==> config.mk <==
export PLATFORM = sky130hd
export DESIGN_NAME = dmem_ctrl
export DESIGN_NICKNAME = d
export VERILOG_FILES = /design/src/rtl/lsu_pkg.sv /design/src/rtl/store_lane.sv /design/src/rtl/dmem_ctrl.sv
export SDC_FILE = /design/constraint.sdc
export NUM_CORES = 1
export LEC_CHECK = 0
export BUFFER_PORTS_ARGS = -buffer_cell sky130_fd_sc_hd__buf_2
export CORE_MARGIN = 4
export CORE_UTILIZATION = 47
export CTS_CLUSTER_DIAMETER = 150
export DETAILED_ROUTE_END_ITERATION = 10
export PLACE_DENSITY = 0.84
export REMOVE_ABC_BUFFERS = 1
export SYNTH_ARGS = -nofsm -noshare
export SYNTH_HDL_FRONTEND = slang
export SYNTH_HIERARCHICAL = 1
export SYNTH_SLANG_ARGS = --single-unit
==> constraint.sdc <==
create_clock -name clk -period 2.1 [get_ports clk]
set_input_delay 0.525 -clock clk [delete_from_list [all_inputs] [get_ports clk]]
set_output_delay 0.525 -clock clk [all_outputs]
set_load 0.02 [all_outputs]
==> src/rtl/lsu_pkg.sv <==
// lsu_pkg: shared funct3 encodings, FSM states and timeout counter width for the data-memory path
package lsu_pkg;
  localparam logic [2:0] LB  = 3'b000;
  localparam logic [2:0] LH  = 3'b001;
  localparam logic [2:0] LW  = 3'b010;
  localparam logic [2:0] LBU = 3'b100;
  localparam logic [2:0] LHU = 3'b101;
  localparam logic [2:0] SB  = 3'b000;
  localparam logic [2:0] SH  = 3'b001;
  localparam logic [2:0] SW  = 3'b010;
  localparam int CNT_W = 8;
  typedef enum logic [1:0] {IDLE, REQ, WAIT, DONE} state_t;
endpackage

==> src/rtl/store_lane.sv <==
// store_lane: access-width decode giving byte enables, lane-replicated store data and misalignment
module store_lane
  import lsu_pkg::*;
(
  input  logic [2:0]  funct3,
  input  logic [1:0]  offset,
  input  logic [31:0] wdata,
  output logic [3:0]  be,
  output logic [31:0] wdata_shifted,
  output logic        misaligned
);
  logic is_b, is_h;
  always_comb begin
    is_b = funct3[1:0] == SB[1:0];
    is_h = funct3[1:0] == SH[1:0];
    be = is_b ? 4'b0001 << offset : is_h ? 4'b0011 << offset : 4'b1111;
    wdata_shifted = is_b ? {4{wdata[7:0]}} : is_h ? {2{wdata[15:0]}} : wdata;
    misaligned = is_h ? offset[0] : !is_b && offset != 2'b00;
  end
endmodule

==> src/rtl/dmem_ctrl.sv <==
// dmem_ctrl: MEM-stage load/store controller running the SRAM request/grant/response handshake
module dmem_ctrl
  import lsu_pkg::*;
#(
  parameter int TIMEOUT = 255
) (
  input  logic        clk,
  input  logic        rst,
  input  logic        req_valid_M,
  input  logic        we_M,
  input  logic [2:0]  funct3_M,
  input  logic [31:0] addr_M,
  input  logic [31:0] wdata_M,
  output logic        stall_M,
  output logic        done,
  output logic        misalign_exc,
  output logic        bus_err,
  output logic [31:0] rdata_o,
  output logic [2:0]  load_sel_o,
  output logic [1:0]  offset_o,
  output logic        mem_req,
  output logic        mem_we,
  output logic [31:0] mem_addr,
  output logic [3:0]  mem_be,
  output logic [31:0] mem_wdata,
  input  logic        mem_gnt,
  input  logic        mem_rvalid,
  input  logic [31:0] mem_rdata
);
  state_t state, next;
  logic [CNT_W-1:0] cnt;
  logic [3:0] lane_be;
  logic [31:0] lane_wdata;
  logic lane_mis, mis_q, err_q, accept, busy, tmo, stuck;
  store_lane u_lane (
    .funct3(funct3_M),
    .offset(addr_M[1:0]),
    .wdata(wdata_M),
    .be(lane_be),
    .wdata_shifted(lane_wdata),
    .misaligned(lane_mis)
  );
  assign accept = state == IDLE && req_valid_M;
  assign busy = state == REQ || state == WAIT;
  assign tmo = cnt >= CNT_W'(TIMEOUT - 1);
  assign stuck = tmo && (state == REQ ? !mem_gnt : state == WAIT && !mem_rvalid);
  assign done = state == DONE;
  assign misalign_exc = done && mis_q;
  assign bus_err = done && err_q;
  assign mem_req = state == REQ;
  assign stall_M = req_valid_M && !done;
  always_comb begin
    next = state;
    case (state)
      IDLE: next = req_valid_M ? (lane_mis ? DONE : REQ) : IDLE;
      REQ: next = mem_gnt ? (mem_we ? DONE : WAIT) : tmo ? DONE : REQ;
      WAIT: next = mem_rvalid || tmo ? DONE : WAIT;
      default: next = IDLE;
    endcase
  end
  always_ff @(posedge clk) begin
    if (rst) state <= IDLE;
    else state <= next;
  end
  always_ff @(posedge clk) begin
    if (rst) begin
      cnt <= '0;
      mis_q <= 1'b0;
      err_q <= 1'b0;
      rdata_o <= '0;
      load_sel_o <= '0;
      offset_o <= '0;
      mem_we <= 1'b0;
      mem_addr <= '0;
      mem_be <= '0;
      mem_wdata <= '0;
    end else begin
      if (accept) begin
        cnt <= '0;
        mis_q <= lane_mis;
        err_q <= 1'b0;
        if (!lane_mis) begin
          mem_we <= we_M;
          mem_addr <= {addr_M[31:2], 2'b00};
          mem_be <= we_M ? lane_be : 4'b1111;
          mem_wdata <= lane_wdata;
          if (!we_M) begin
            load_sel_o <= funct3_M;
            offset_o <= addr_M[1:0];
          end
        end
      end
      if (busy) cnt <= cnt + 1'b1;
      if (stuck) err_q <= 1'b1;
      if (state == WAIT && mem_rvalid) rdata_o <= mem_rdata;
    end
  end
endmodule

### Word-level counts from Yosys, hierarchy flattened

Index checks and enable logic that the tools add are counted.

* bits in registers: 116
* latch bits: 0
* RAM bits: 0
* ROM bits: 0
* bits of input ports: 105
* logic and storage cells: 60
* memories: 0

* add/sub/neg operators: 1
* $mul: 0
* divide/modulo/power cells: 0
* order comparisons: 1
* equality and inequality tests: 4
* shifts and indexed selects: 2
* mux-type cells: 18
* bitwise gates (word level): 2
* reduce and logical (&&, ||, !) cells: 21

Operators with widths (number)
* $mux W32: 2
* $mux W8: 2
* $mux W4: 3
* $add A8 B1 Y8 const B: 1
* $ge A8 B8 Y1 const B: 1
* $logic_and A1 B1 Y1: 8
* $mux W2: 4
* $mux W1: 6
* $pmux W2 S3: 1
* $reduce_bool A2 Y1: 3
* $eq A2 B1 Y1 const B: 2
* $eq A2 B2 Y1 const B: 2
* $logic_not A1 Y1: 4
* $logic_not A2 Y1: 2
* $shl A1 B2 Y4 const A: 1
* $shl A2 B2 Y4 const A: 1
* $reduce_and A3 Y1: 1
* $logic_or A1 B1 Y1: 2
* $not A1 Y1: 2
* $reduce_and A2 Y1: 1

### Longest topological paths before layout

Gate-level depths: netlist of the first run.

* word-level depth: 7
* gate-level depth with buffers: 9
* gate-level depth less buffers: 6

### Cells and area by module

The synthesis of the first run kept the hierarchy.

By module, submodules not included
* dmem_ctrl: instances 1, cells each 539, area an instance 4331.7 sq um, seq. area each 2322.2 sq um
* store_lane: instances 1, cells each 69, area an instance 564.3 sq um, seq. area each 0.0 sq um

### Least setup slack after synthesis of the first run

No wires, ideal clock.

* path type: in2reg
* start: input port funct3_M[1]
* end: register mem_addr[17]
* library setup time: 132 ps
* arrival time: 1614 ps
* slack: 353 ps
* cell stages on the path: 8
* path buffers: 4
* path through: buf_2 > mux2i_1 > and3b_1 > buf_2 > buf_6 > buf_6 > nand2_1 > a21oi_1

* cells in the longest elaborated chain, start to end: 6
* elaborated cells on any way between the ends: 7
* classes of those cells: eq/ne: 1; mux: 1; bitwise: 1; reduce/logical: 4

RTL lines
* from (decl): RTL line dmem_ctrl.sv:11 `input logic [2:0] funct3_M,`
* $logic_not A2 Y1: RTL line store_lane.sv:14 `is_b = funct3[1:0] == SB[1:0];`
* $logic_not A1 Y1: RTL line store_lane.sv:18 `misaligned = is_h ? offset[0] : !is_b && offset != 2'b00;`
* $logic_and A1 B1 Y1: RTL line store_lane.sv:18
* $mux W1 (*): RTL line store_lane.sv:18
* net lane_mis: RTL line dmem_ctrl.sv:34 `logic lane_mis, mis_q, err_q, accept, busy, tmo, stuck;`
* $not A1 Y1 (no line) (*)
* $reduce_and A2 Y1 (no line) (*)
* to (signal assigned): RTL line dmem_ctrl.sv:84 `mem_addr <= {addr_M[31:2], 2'b00};`
* to (decl): RTL line dmem_ctrl.sv:23 `output logic [31:0] mem_addr,`

Mark *: on every way through the listed nets, which the timed path passes. The rest lies on a longest branch.
A chain may end at the register's enable or synchronous reset.

### Worst setup path after layout of the first run

* start: register state[0]
* end: output port misalign_exc

* cells in the longest elaborated chain, start to end: 2

RTL lines
* from (decl): RTL line dmem_ctrl.sv:30 `state_t state, next;`
* from (signal assigned): RTL line dmem_ctrl.sv:63 `else state <= next;`
* $eq A2 B2 Y1: RTL line dmem_ctrl.sv:47 `assign done = state == DONE;`
* $logic_and A1 B1 Y1: RTL line dmem_ctrl.sv:48 `assign misalign_exc = done && mis_q;`
* to (decl): RTL line dmem_ctrl.sv:16 `output logic misalign_exc,`

Every way passes these cells.

==> results of run 1 <==
[cells by family after synthesis]
family / count (synthesis)
simple gates: 256
other cells: 1
buf+inv: 62
compound gates: 138
flops: 116
fa+ha+maj: 10
mux: 25
[stage by stage]
stage               area [um2]  util, %  power (mW)  worst slack (ps)  TNS [ps]
finish                    6603    66.33       6.276             173.4         0
global route              6603    66.33       6.543             60.62         0
global placement          5995    60.22       3.404             235.1         0
CTS                       6600    66.30       6.335             97.90         0
detailed placement        5995    60.22       3.419             153.7         0
floorplan                 4588        -       2.981            -698.7    -36980
[cells in the final DEF, fill, tap and decap left out, types with 4 or more instances in the layout]
cell / netlist / routed
sky130_fd_sc_hd__o21ai_1: 6 / 6
sky130_fd_sc_hd__clkinv_4: 0 / 4
sky130_fd_sc_hd__clkbuf_16: 0 / 16
sky130_fd_sc_hd__nor3_1: 5 / 5
sky130_fd_sc_hd__mux2i_1: 9 / 9
sky130_fd_sc_hd__nand2_1: 208 / 208
sky130_fd_sc_hd__mux2_2: 16 / 16
sky130_fd_sc_hd__dfxtp_1: 116 / 116
sky130_fd_sc_hd__buf_12: 0 / 4
sky130_fd_sc_hd__buf_2: 18 / 212
sky130_fd_sc_hd__a21oi_1: 109 / 109
sky130_fd_sc_hd__nand3_1: 7 / 7
sky130_fd_sc_hd__clkinvlp_4: 0 / 4
sky130_fd_sc_hd__nor3b_1: 5 / 5
sky130_fd_sc_hd__o21ai_0: 7 / 7
sky130_fd_sc_hd__ha_1: 10 / 9
sky130_fd_sc_hd__nor2_1: 6 / 6
sky130_fd_sc_hd__inv_1: 7 / 7
sky130_fd_sc_hd__buf_4: 15 / 13
[synthesized netlist by cell type, drive strengths merged (5+ instances only)]
cell type	count	area, um2
mux2	16	180.2
inv	8	32.54
o21ai	14	73.82
ha	10	125.1
nor3b	5	37.54
nor3	5	25.02
a21oi	109	545.5
and2	5	33.78
dfxtp	116	2322
nand3	7	35.03
clkbuf	15	56.30
nand2	208	780.8
mux2i	9	90.09
nor2	7	33.78
buf	39	255.3
[state kept, by name, summed over array words and instances (netlist names)]
name,flops
offset_o,2
mem_wdata,32
mem_addr,30
state,2
load_sel_o,3
mis_q,1
mem_be,4
rdata_o,32
cnt,8
mem_we,1
err_q,1
[final timing paths]
path | from | endpoint | slack, ps | cells after the start
worst max register to register | state[0]$_SDFF_PP0_ | cnt[7]$_SDFFE_PP0P_ | 370 | 5
worst max-delay path | state[0]$_SDFF_PP0_ | misalign_exc | 170 | 3
worst min-delay path | addr_M[12] | mem_addr[12]$_SDFFE_PP0P_ | 270 | 3
worst min register to register | mem_addr[23]$_SDFFE_PP0P_ | mem_addr[23]$_SDFFE_PP0P_ | 450 | 2
[layer usage]
layer	wire length [um]	up-vias	global-route usage [%]	part of all wire, %
met1	5387	2151	24.95	41
met5	0	-	0	0
met4	103	0	5.076	0.78
met2	6185	181	35.14	47
li1	-	2397	-	-
met3	1586	11	9.260	12
[area by class of cell]
type                    count  area [um2]  area share, %
multi-input cells         431        2237          33.88
flip-flops and latches    116        2322          35.17
clock buffers              18       427.9          6.481
inverters                   8       32.53         0.4927
well taps                 133       166.4          2.520
clock inverters            14       177.7          2.691
repair buffers            229        1239          18.76
[repair_timing]
item                                    4_1_cts  5_1_grt
endpoints found under the hold margin         0        0
setup buffers                                 0        0
endpoints found under the setup margin        0        2
resized for setup                             0        1
[worst register-to-register path: stages, from the launching register on]
cell	delay [ps]
sky130_fd_sc_hd__dfxtp_1	360
sky130_fd_sc_hd__inv_1	70
sky130_fd_sc_hd__ha_1	480
sky130_fd_sc_hd__nand3_1	190
sky130_fd_sc_hd__or4_1	420
sky130_fd_sc_hd__a21oi_1	140
[power by group through the flow]
stage | clock network, mW | registers [mW] | logic, mW
final | 2.90 | 2.40 | 0.968
after global routing | 3.06 | 2.42 | 1.07
after CTS | 2.96 | 2.40 | 0.972
after detailed placement | 0 | 2.45 | 0.969
after global placement | 0 | 2.45 | 0.958
after floorplan | 0 | 2.59 | 0.389
==> implementation parameters, run 1 <==
Parameter                              Value

Status
  Status ... complete, no violations

Placement
  Detailed placer's ending HPWL ... about 9600 um
  Buffers on Ports ... about 210
  Routability cong. ... approximately 0.80
  DP Cell Count ... about 920

Floorplanning
  Initial Util ... between 40 and 50%
  Number of top-level pins ... about 220
  Height of the die ... roughly 110 um
  Die Span X ... 110.1 um
  Area of the core ... 9955 um2
  Number of placement rows ... 36
  Die area ... around 12000 um2

Worst setup path
  Crit path largest cell delay ... ~360 ps
  Data arrival time of the critical path ... approximately 1400 ps
  Worst path top cell family by delay ... flip-flops
  Crit path buf inv count ... 1
  Setup CP Type ... reg -> out
  Series of cell instances along the critical path ... ha_2 -> and2_1 -> buf_2
  CP Max Fanout ... 6
  Data required, critical path ... about 1600 ps
  Crit path max-delay cell type ... sky130_fd_sc_hd__dfxtp_1
  Worst setup SP type ... flip-flop
  Crit path capture type ... primary output

Detailed routing
  DR DRC count ... 0
  Detail-routed net length per standard cell ... 13.97 um
  Number of DRC violations after detailed-routing iteration 0 ... approximately 320
  Final wirelength ... around 13000 um
  Vias per Instance ... 4.995
  Vias ... ~4.7k
  Remaining antenna violation count ... 0
  1st-pass router iterations ... 4

Clock network
  Clock transition at the registers of the reported paths ... around 60 ps
  TritonCTS clock tree ... built
  Number of hold buffers added after CTS ... 0
  Number of sinks handled by clock tree synthesis ... 116
  Buffer levels on the longest clock path ... 2
  Depth of the CTS H-tree ... 4
  Num CTS Buffers ... 17
  Clock latency on the worst-skew pair ... 490 ps
  Root Buffer Master ... sky130_fd_sc_hd__clkbuf_8

Logic synthesis
  Yosys warning count ... 6
  Number of distinct library cells after synthesis ... between 40 and 50
  Xor/xnor cell area share of the yosys netlist ... 0%
  Compound-Gate Fraction of Synth Area ... between 10% and 20%
  Register area share after synthesis ... about 47%
  Cell area after technology mapping ... approximately 5000 um2
  Mean post-synth cell area ... slightly above 8 um2
  Async set or reset register ratio after synthesis ... 0%
  Simple-gate share of the synthesized area ... between 20% and 30%
  Post-synth EDFFs ... 0
  Main flop type after synthesis ... sky130_fd_sc_hd__dfxtp_1
  Gate count after technology mapping ... just over 600
  Post-synthesis register bit count ... between 100 and 150
  Mux share of post-synthesis cell area ... about 5.5%
  Synth Area in Adders ... around 2.6%
  Main combinational cell family by area after synthesis ... simple AND/OR/NAND/NOR gates

Global route
  Largest net degree at the start of global routing ... between 50 and 60
  Initial antenna violation count ... 0
  Global-route congestion overflow total ... 0
  Number of global-route vias before repair ... between 4k and 5k
  Wire length of the first global-routing pass ... between 20000 and 25000 um
  Tot GR Track Use ... between 20% and 30%

Timing
  Maximum clock skew at final layout ... between 6 and 7 ps
  Period utilisation layout ... between 90% and 100%
  Final number of hold-violating endpoints ... 0
  Highest clock rate ... 519.1 MHz
  Worst hold slack ... 267.2 ps
  Final slew viol count ... 0
  Number of failing setup endpoints in the final timing report ... 0
  Unrepaired setup endpoints after global routing ... no
  Final critical path time including I/O delays and setup ... roughly 1900 ps

Min path
  Worst min path class ... in -> reg

Cells and area
  Area growth from synthesis to final layout ... 34.86%
  Final Net Count ... between 900 and 1k
  Ant diodes ... 0
  Post-Layout Cell Count ... between 900 and 1k
  Count of fill cells added during filler insertion ... ~880
  Fraction of layout cells with a size suffix above 1 ... between 30% and 40%

Power and ir drop
  Total net switching power ... roughly 1.7 mW
  Static Leakage ... 3.000 nW
  PwrDens ... between 900 and 1000 nW/um2
  Sequential Power Share ... between 30% and 40%
  Relative contribution of combinational cells to total power ... about 15%
  Clock power share ... a little under half
  Switching Fraction ... between 20% and 30%
  Worst supply voltage drop on vdd ... roughly 0.00057 V
  Design internal power ... between 4 and 5 mW

Job
  Maxcap violations ... 0
(Power assumes the default switching activity.)
==> run 2: changes to the inputs <==
--- a/config.mk
+++ b/config.mk
@@ -6,11 +6,13 @@
 export NUM_CORES = 1
 export LEC_CHECK = 0
 export BUFFER_PORTS_ARGS = -buffer_cell sky130_fd_sc_hd__buf_2
+export CELL_PAD_IN_SITES_DETAIL_PLACEMENT = 0
+export CELL_PAD_IN_SITES_GLOBAL_PLACEMENT = 1
 export CORE_MARGIN = 4
-export CORE_UTILIZATION = 47
+export CORE_UTILIZATION = 33
 export CTS_CLUSTER_DIAMETER = 150
 export DETAILED_ROUTE_END_ITERATION = 10
-export PLACE_DENSITY = 0.84
+export PLACE_DENSITY = 0.83
 export REMOVE_ABC_BUFFERS = 1
 export SYNTH_ARGS = -nofsm -noshare
 export SYNTH_HDL_FRONTEND = slang
==> implementation parameters, run 2 (synthesized netlist as in run 1, its figures left out) <==
Parameter                              Value

Power and ir drop
  Worst supply voltage drop on vdd ... 0.0004643 V (-18%)
  PwrDens ... 945.1 nW/um2 (-0.57%)
  Static Leakage ... 3.004 nW (+0.13%)

Placement
  Instance area after placement ... 6051 um2 (+0.94%)
  Detailed placer's ending HPWL ... 9533 um (-0.47%)
  Buffers on Ports ... 213 (unchanged)
  Routability cong. ... 0.7966 (-0.25%)

Min path
  Worst min path class ... in -> reg
  Hold worst-path end ... mem_addr[14]$_SDFFE_PP0P_
  Worst Hold Depth ... 3 (unchanged)
  HP Start ... addr_M[14]

Cells and area
  Area growth from synthesis to final layout ... 35.73%
  Largest registers ... mem_wdata (32), rdata_o (32), mem_addr (30)
  Final Instance Area ... 6645 um2 (+0.64%)
  Ant diodes ... 0 (unchanged)
  Post-layout utilization of the core ... 45.72% (-21 points)
  Leading cell type in the layout, fill and taps excluded ... sky130_fd_sc_hd__buf_2
  Commonest cells after routing, fill and taps aside ... sky130_fd_sc_hd__buf_2 (212), sky130_fd_sc_hd__nand2_1 (208), sky130_fd_sc_hd__dfxtp_1 (116)
  Fraction of layout cells with a size suffix above 1 ... 34.97% (-0.57 points)
  Count of fill cells added during filler insertion ... 1529 (+73%)
  Final Net Count ... 917 (-0.11%)

Detailed routing
  Final wirelength ... 13720 um (+3.4%)
  Remaining antenna violation count ... 0 (unchanged)
  DR DRC count ... 0 (unchanged)
  Number of DRC violations after detailed-routing iteration 0 ... 223 (-29%)
  1st-pass router iterations ... 4 (unchanged)
  Detail-routed net length per standard cell ... 13.73 um (-1.8%)
  Vias per Instance ... 4.658 (-6.7%)
  Vias ... 4653 (-1.8%)

Job
  Maxcap violations ... 0 (unchanged)

Clock network
  Number of hold buffers added after CTS ... 0 (unchanged)
  TritonCTS clock tree ... built
  Num CTS Buffers ... 17 (unchanged)
  Setup bufs post-CTS ... 0 (unchanged)
  Clock latency on the worst-skew pair ... 410 ps (-80 ps)
  Depth of the CTS H-tree ... 4 (unchanged)
  Total of cells resized after clock tree synthesis ... 0 (unchanged)
  Buffer levels on the longest clock path ... 2 (unchanged)
  Clock transition at the registers of the reported paths ... 50 ps (about the same)
  Root Buffer Master ... sky130_fd_sc_hd__clkbuf_16
  Number of sinks handled by clock tree synthesis ... 116 (unchanged)

Global route
  Number of global-route vias before repair ... 4259 (-3.4%)
  Wire length of the first global-routing pass ... 21280 um (+4.2%)
  Initial antenna violation count ... 1 (+1)
  Global-route congestion overflow total ... 0 (unchanged)
  Largest net degree at the start of global routing ... 68 (+31%)
  Tot GR Track Use ... 15.92% (-5.2 points)

Floorplanning
  Area of the core ... 14530 um2 (+46%)
  Height of the die ... 129.8 um (+18%)
  Die Span X ... 129.8 um (+18%)
  Die area ... 16850 um2 (+39%)
  Number of placement rows ... 44 (+22%)
  Initial Util ... 33.69% (-15 points)
  Number of top-level pins ... 216 (unchanged)

Worst setup path
  Reg2Reg Launch Point ... state[0]$_SDFF_PP0_
  Data required, critical path ... 1570 ps (about the same)
  Crit path capture type ... primary output
  Flop2flop setup slack ... 360 ps (about the same)
  Worst setup SP type ... flip-flop
  R2r endpoint ... cnt[7]$_SDFFE_PP0P_
  Data arrival time of the critical path ... 1360 ps (-40 ps)
  Setup CP Type ... reg -> out
  Cells on worst reg2reg path ... 5 (unchanged)
  CP Max Fanout ... 6 (unchanged)

Timing
  Worst hold slack ... 347.9 ps (+80.74 ps)
  Period utilisation layout ... 89.82% (-1.9 points)
  Final number of hold-violating endpoints ... 0 (unchanged)
  Unrepaired setup endpoints after global routing ... no
  Maximum clock skew at final layout ... 7.746 ps (+1.677 ps)
  Number of failing setup endpoints in the final timing report ... 0 (unchanged)
  Highest clock rate ... 530.2 MHz (+2.1%)
  Final critical path time including I/O delays and setup ... 1886 ps (-40.35 ps)
  Final slew viol count ... 0 (unchanged)

Status
  Status ... complete, no violations
run 2: changes by cell type in the layout (fill, tap and decap cells not counted), moves of 2 or more:
| cell | previous run | this run |
|---|---|---|
| sky130_fd_sc_hd__clkbuf_1 | 0 | 3 |
| sky130_fd_sc_hd__inv_6 | 2 | 0 |
| sky130_fd_sc_hd__clkinv_4 | 4 | 0 |
| sky130_fd_sc_hd__clkinv_2 | 1 | 5 |
| sky130_fd_sc_hd__clkinvlp_4 | 4 | 2 |
run 2: final cells by class:
cell class	count	area [um2]	share of cell area (%)
Clock buffer	22	464.2	6.986
Clock inverter	10	130.1	1.958
Inverter	8	32.53	0.4896
Multi-Input combinational cell	431	2235	33.63
Sequential cell	116	2322	34.95
Tap cell	184	230.2	3.465
Timing Repair Buffer	228	1231	18.53
run 2: per-layer routing:
| layer | vias to the layer above | GRT usage (%) | routed length, um |
|---|---|---|---|
| met5 | - | 0 | 13 |
| met4 | 2 | 5.746 | 201 |
| met3 | 18 | 6.959 | 1345 |
| met2 | 157 | 24.39 | 6142 |
| met1 | 2073 | 19.97 | 6012 |
| li1 | 2403 | - | - |
run 2: per-stage QoR:
| stage | cells | setup TNS (ps) | total power [mW] | worst slack, ps |
|---|---|---|---|---|
| 2_1_floorplan | 555 | -36980 | 2.981 | -698.7 |
| 6_report | 999 | 0 | 6.280 | 213.8 |
| 4_1_cts | 999 | 0 | 6.374 | 180.2 |
| 3_3_place_gp | 967 | 0 | 3.430 | 180.9 |
| 3_5_place_dp | 967 | 0 | 3.432 | 127.0 |
| 5_1_grt | 999 | 0 | 6.583 | 138.0 |
run 2: how the worst max path moves through the flow:
stage	endpoint	slack (ps)	depth (start not counted)	startpoint
floorplan	load_sel_o[0]$_SDFFE_PP0P_	-700	6	addr_M[0]
global placement	mem_wdata[24]$_SDFFE_PP0P_	180	9	addr_M[1]
detailed placement	mem_wdata[23]$_SDFFE_PP0P_	130	9	addr_M[0]
CTS	misalign_exc	180	3	state[0]$_SDFF_PP0_
global route	misalign_exc	140	3	state[1]$_SDFF_PP0_
finish	misalign_exc	210	3	state[0]$_SDFF_PP0_
run 2: power by group:
part	switching, mW	internal (mW)	leakage (nW)	total, mW
clock network	0.992	1.91	0.290	2.91
logic	0.602	0.368	1.77	0.970
registers	0.0671	2.34	0.943	2.40
run 2: worst max-delay path, stage by stage, from the launching register on:
cell and delay (ps):
sky130_fd_sc_hd__dfxtp_1 360, sky130_fd_sc_hd__ha_1 280, sky130_fd_sc_hd__and2_1 150, sky130_fd_sc_hd__buf_2 160
==> run 3: changes to the inputs <==
==> constraint.sdc (replaced) <==
create_clock -name clk -period 2.1 [get_ports clk]
set_input_delay 0.315 -clock clk [delete_from_list [all_inputs] [get_ports clk]]
set_output_delay 0.315 -clock clk [all_outputs]
set_load 0.02 [all_outputs]
==> implementation parameters, run 3 (synthesized netlist as in run 1, its figures left out) <==
Parameter                              Value

Clock network
  Root Buffer Master ... sky130_fd_sc_hd__clkbuf_16
  Clock transition at the registers of the reported paths ... 60 ps (about the same)
  Buffer levels on the longest clock path ... 2 (unchanged)
  Number of sinks handled by clock tree synthesis ... 116 (unchanged)
  Clock latency on the worst-skew pair ... 410 ps (about the same)
  Total of cells resized after clock tree synthesis ... 0 (unchanged)
  Number of hold buffers added after CTS ... 0 (unchanged)
  TritonCTS clock tree ... built
  Setup bufs post-CTS ... 0 (unchanged)
  Num CTS Buffers ... 17 (unchanged)
  Depth of the CTS H-tree ... 4 (unchanged)

Cells and area
  Multi-input logic area ... 2235 um2 (unchanged)
  Area growth from synthesis to final layout ... 36.72%
  Register cell area after layout ... 2322 um2 (unchanged)
  Count of fill cells added during filler insertion ... 1508 (-1.4%)
  Largest registers ... mem_wdata (32), rdata_o (32), mem_addr (30)
  Fraction of layout cells with a size suffix above 1 ... 34.85% (-0.12 points)
  Commonest cells after routing, fill and taps aside ... sky130_fd_sc_hd__buf_2 (212), sky130_fd_sc_hd__nand2_1 (208), sky130_fd_sc_hd__dfxtp_1 (116)
  Leading cell type in the layout, fill and taps excluded ... sky130_fd_sc_hd__buf_2
  Final Net Count ... 915 (-0.22%)
  Ant diodes ... 0 (unchanged)

Global route
  Initial antenna violation count ... 0 (-1)
  Number of global-route vias before repair ... 4292 (+0.77%)
  Global-route congestion overflow total ... 0 (unchanged)
  Tot GR Track Use ... 16.13% (+0.21 points)
  Largest net degree at the start of global routing ... 62 (-8.8%)
  Wire length of the first global-routing pass ... 21640 um (+1.7%)

Power and ir drop
  Total power consumption of the routed design ... 6.731 mW (+7.2%)
  PwrDens ... 1006 nW/um2 (+6.4%)
  Worst supply voltage drop on vdd ... 0.0005620 V (+21%)
  Static Leakage ... 3.022 nW (+0.61%)

Detailed routing
  Vias ... 4664 (+0.24%)
  Final wirelength ... 14010 um (+2.1%)
  1st-pass router iterations ... 5 (+1)
  Remaining antenna violation count ... 0 (unchanged)
  DR DRC count ... 0 (unchanged)
  Vias per Instance ... 4.683 (+0.54%)
  Number of DRC violations after detailed-routing iteration 0 ... 240 (+7.6%)
  Detail-routed net length per standard cell ... 14.06 um (+2.4%)

Worst setup path
  Capture point of the critical path ... mem_wdata[28]$_SDFFE_PP0P_
  Crit path largest cell delay ... 360 ps (about the same)
  Data required, critical path ... 2440 ps (+870 ps)
  Cells on worst reg2reg path ... 6 (+1)
  Series of cell instances along the critical path ... inv_1 -> ha_1 -> and3b_2 -> buf_4 -> nand2_1 -> a21oi_1
  Setup CP Type ... reg -> reg
  CP startpoint ... state[0]$_SDFF_PP0_
  Flop2flop setup slack ... 400 ps (+40 ps)
  R2r endpoint ... mem_wdata[28]$_SDFFE_PP0P_
  Worst setup SP type ... flip-flop
  Crit path max-delay cell type ... sky130_fd_sc_hd__buf_4
  Crit path capture type ... flip-flop
  Reg2Reg Launch Point ... state[0]$_SDFF_PP0_
  CP Max Fanout ... 39 (+33)
  Data arrival time of the critical path ... 2040 ps (+680 ps)

Timing
  Number of failing setup endpoints in the final timing report ... 0 (unchanged)
  Maximum clock skew at final layout ... 8.052 ps (+0.3065 ps)
  Highest clock rate ... 588.8 MHz (+11%)
  Worst hold slack ... 137.5 ps (-210.4 ps)
  Unrepaired setup endpoints after global routing ... no
  Final critical path time including I/O delays and setup ... 1698 ps (-187.8 ps)
  Final number of hold-violating endpoints ... 0 (unchanged)
  Final slew viol count ... 0 (unchanged)
  Period utilisation layout ... 80.88% (-8.9 points)

Status
  Status ... complete, no violations

Floorplanning
  Area of the core ... 14530 um2 (unchanged)
  Number of placement rows ... 44 (unchanged)
  Die area ... 16850 um2 (unchanged)
  Initial Util ... 33.69% (unchanged)
  Height of the die ... 129.8 um (unchanged)
  Die Span X ... 129.8 um (unchanged)
  Number of top-level pins ... 216 (unchanged)

Job
  Maxcap violations ... 0 (unchanged)

Placement
  Detailed placer's ending HPWL ... 9637 um (+1.1%)
  Buffers on Ports ... 213 (unchanged)
  Routability cong. ... 0.7682 (-3.6%)

Min path
  Worst min path class ... in -> reg
run 3: cell count changes in the layout (fill, tap and decap cells not counted), sizes merged:
cell | before | now
clkinv | 5 | 0
bufinv | 3 | 6
buf | 228 | 226
clkbuf | 22 | 23
run 3: how the worst min path moves through the flow:
stage / startpoint / endpoint / slack [ps] / cells past startpoint
after floorplan: rst / cnt[1]$_SDFFE_PP0P_ / 380 / 1
after global placement: mem_addr[27]$_SDFFE_PP0P_ / mem_addr[27]$_SDFFE_PP0P_ / 440 / 2
after detailed placement: mem_wdata[27]$_SDFFE_PP0P_ / mem_wdata[27]$_SDFFE_PP0P_ / 440 / 2
after CTS: addr_M[13] / mem_addr[13]$_SDFFE_PP0P_ / 120 / 3
after global routing: mem_rdata[9] / rdata_o[9]$_SDFFE_PP0P_ / 120 / 3
final: funct3_M[2] / load_sel_o[2]$_SDFFE_PP0P_ / 140 / 3
run 3: worst max-delay path: cells and delay by family (launching register included):
family / cells / cell delay, ps
flip-flops: 1 / 320
buffers and inverters: 2 / 440
AO/OA/AOI/OAI: 1 / 130
AND/OR/NAND/NOR: 2 / 370
adder cells (fa/ha/maj): 1 / 350
run 3: final cells by class:
type                            count  area share [%]
Clock inverter                      8           2.916
Clock buffer                       23           7.290
Inverter                            8          0.4860
Timing Repair Buffer              226           17.79
Sequential cell                   116           34.69
Multi-Input combinational cell    431           33.38
Tap cell                          184           3.439
run 3: power by group:
| group | internal [mW] | switching, mW |
|---|---|---|
| registers | 2.34 | 0.0674 |
| logic | 0.363 | 0.610 |
| clock network | 2.35 | 1.01 |
| total | 5.04 | 1.69 |
run 3: per-stage QoR:
| stage | util (%) | setup slack, ps | instances | area [um2] | TNS [ps] |
|---|---|---|---|---|---|
| global route | 46.06 | 198.7 | 996 | 6694 | 0 |
| detailed placement | 41.36 | 293.7 | 965 | 6011 | 0 |
| global placement | 41.36 | 358.2 | 965 | 6011 | 0 |
| finish | 46.06 | 401.5 | 996 | 6694 | 0 |
| CTS | 46.06 | 375.0 | 996 | 6694 | 0 |
| floorplan | - | -488.7 | 555 | 4588 | -21650 |
run 3: metal layers:
metal  up-vias  routed length (um)  GRT usage, %
li1       2390                   -             -
met1      2096                6113         20.12
met2       162                6337         25.20
met3        16                1401         7.204
met4         0                 154         4.890
met5         -                   0             0
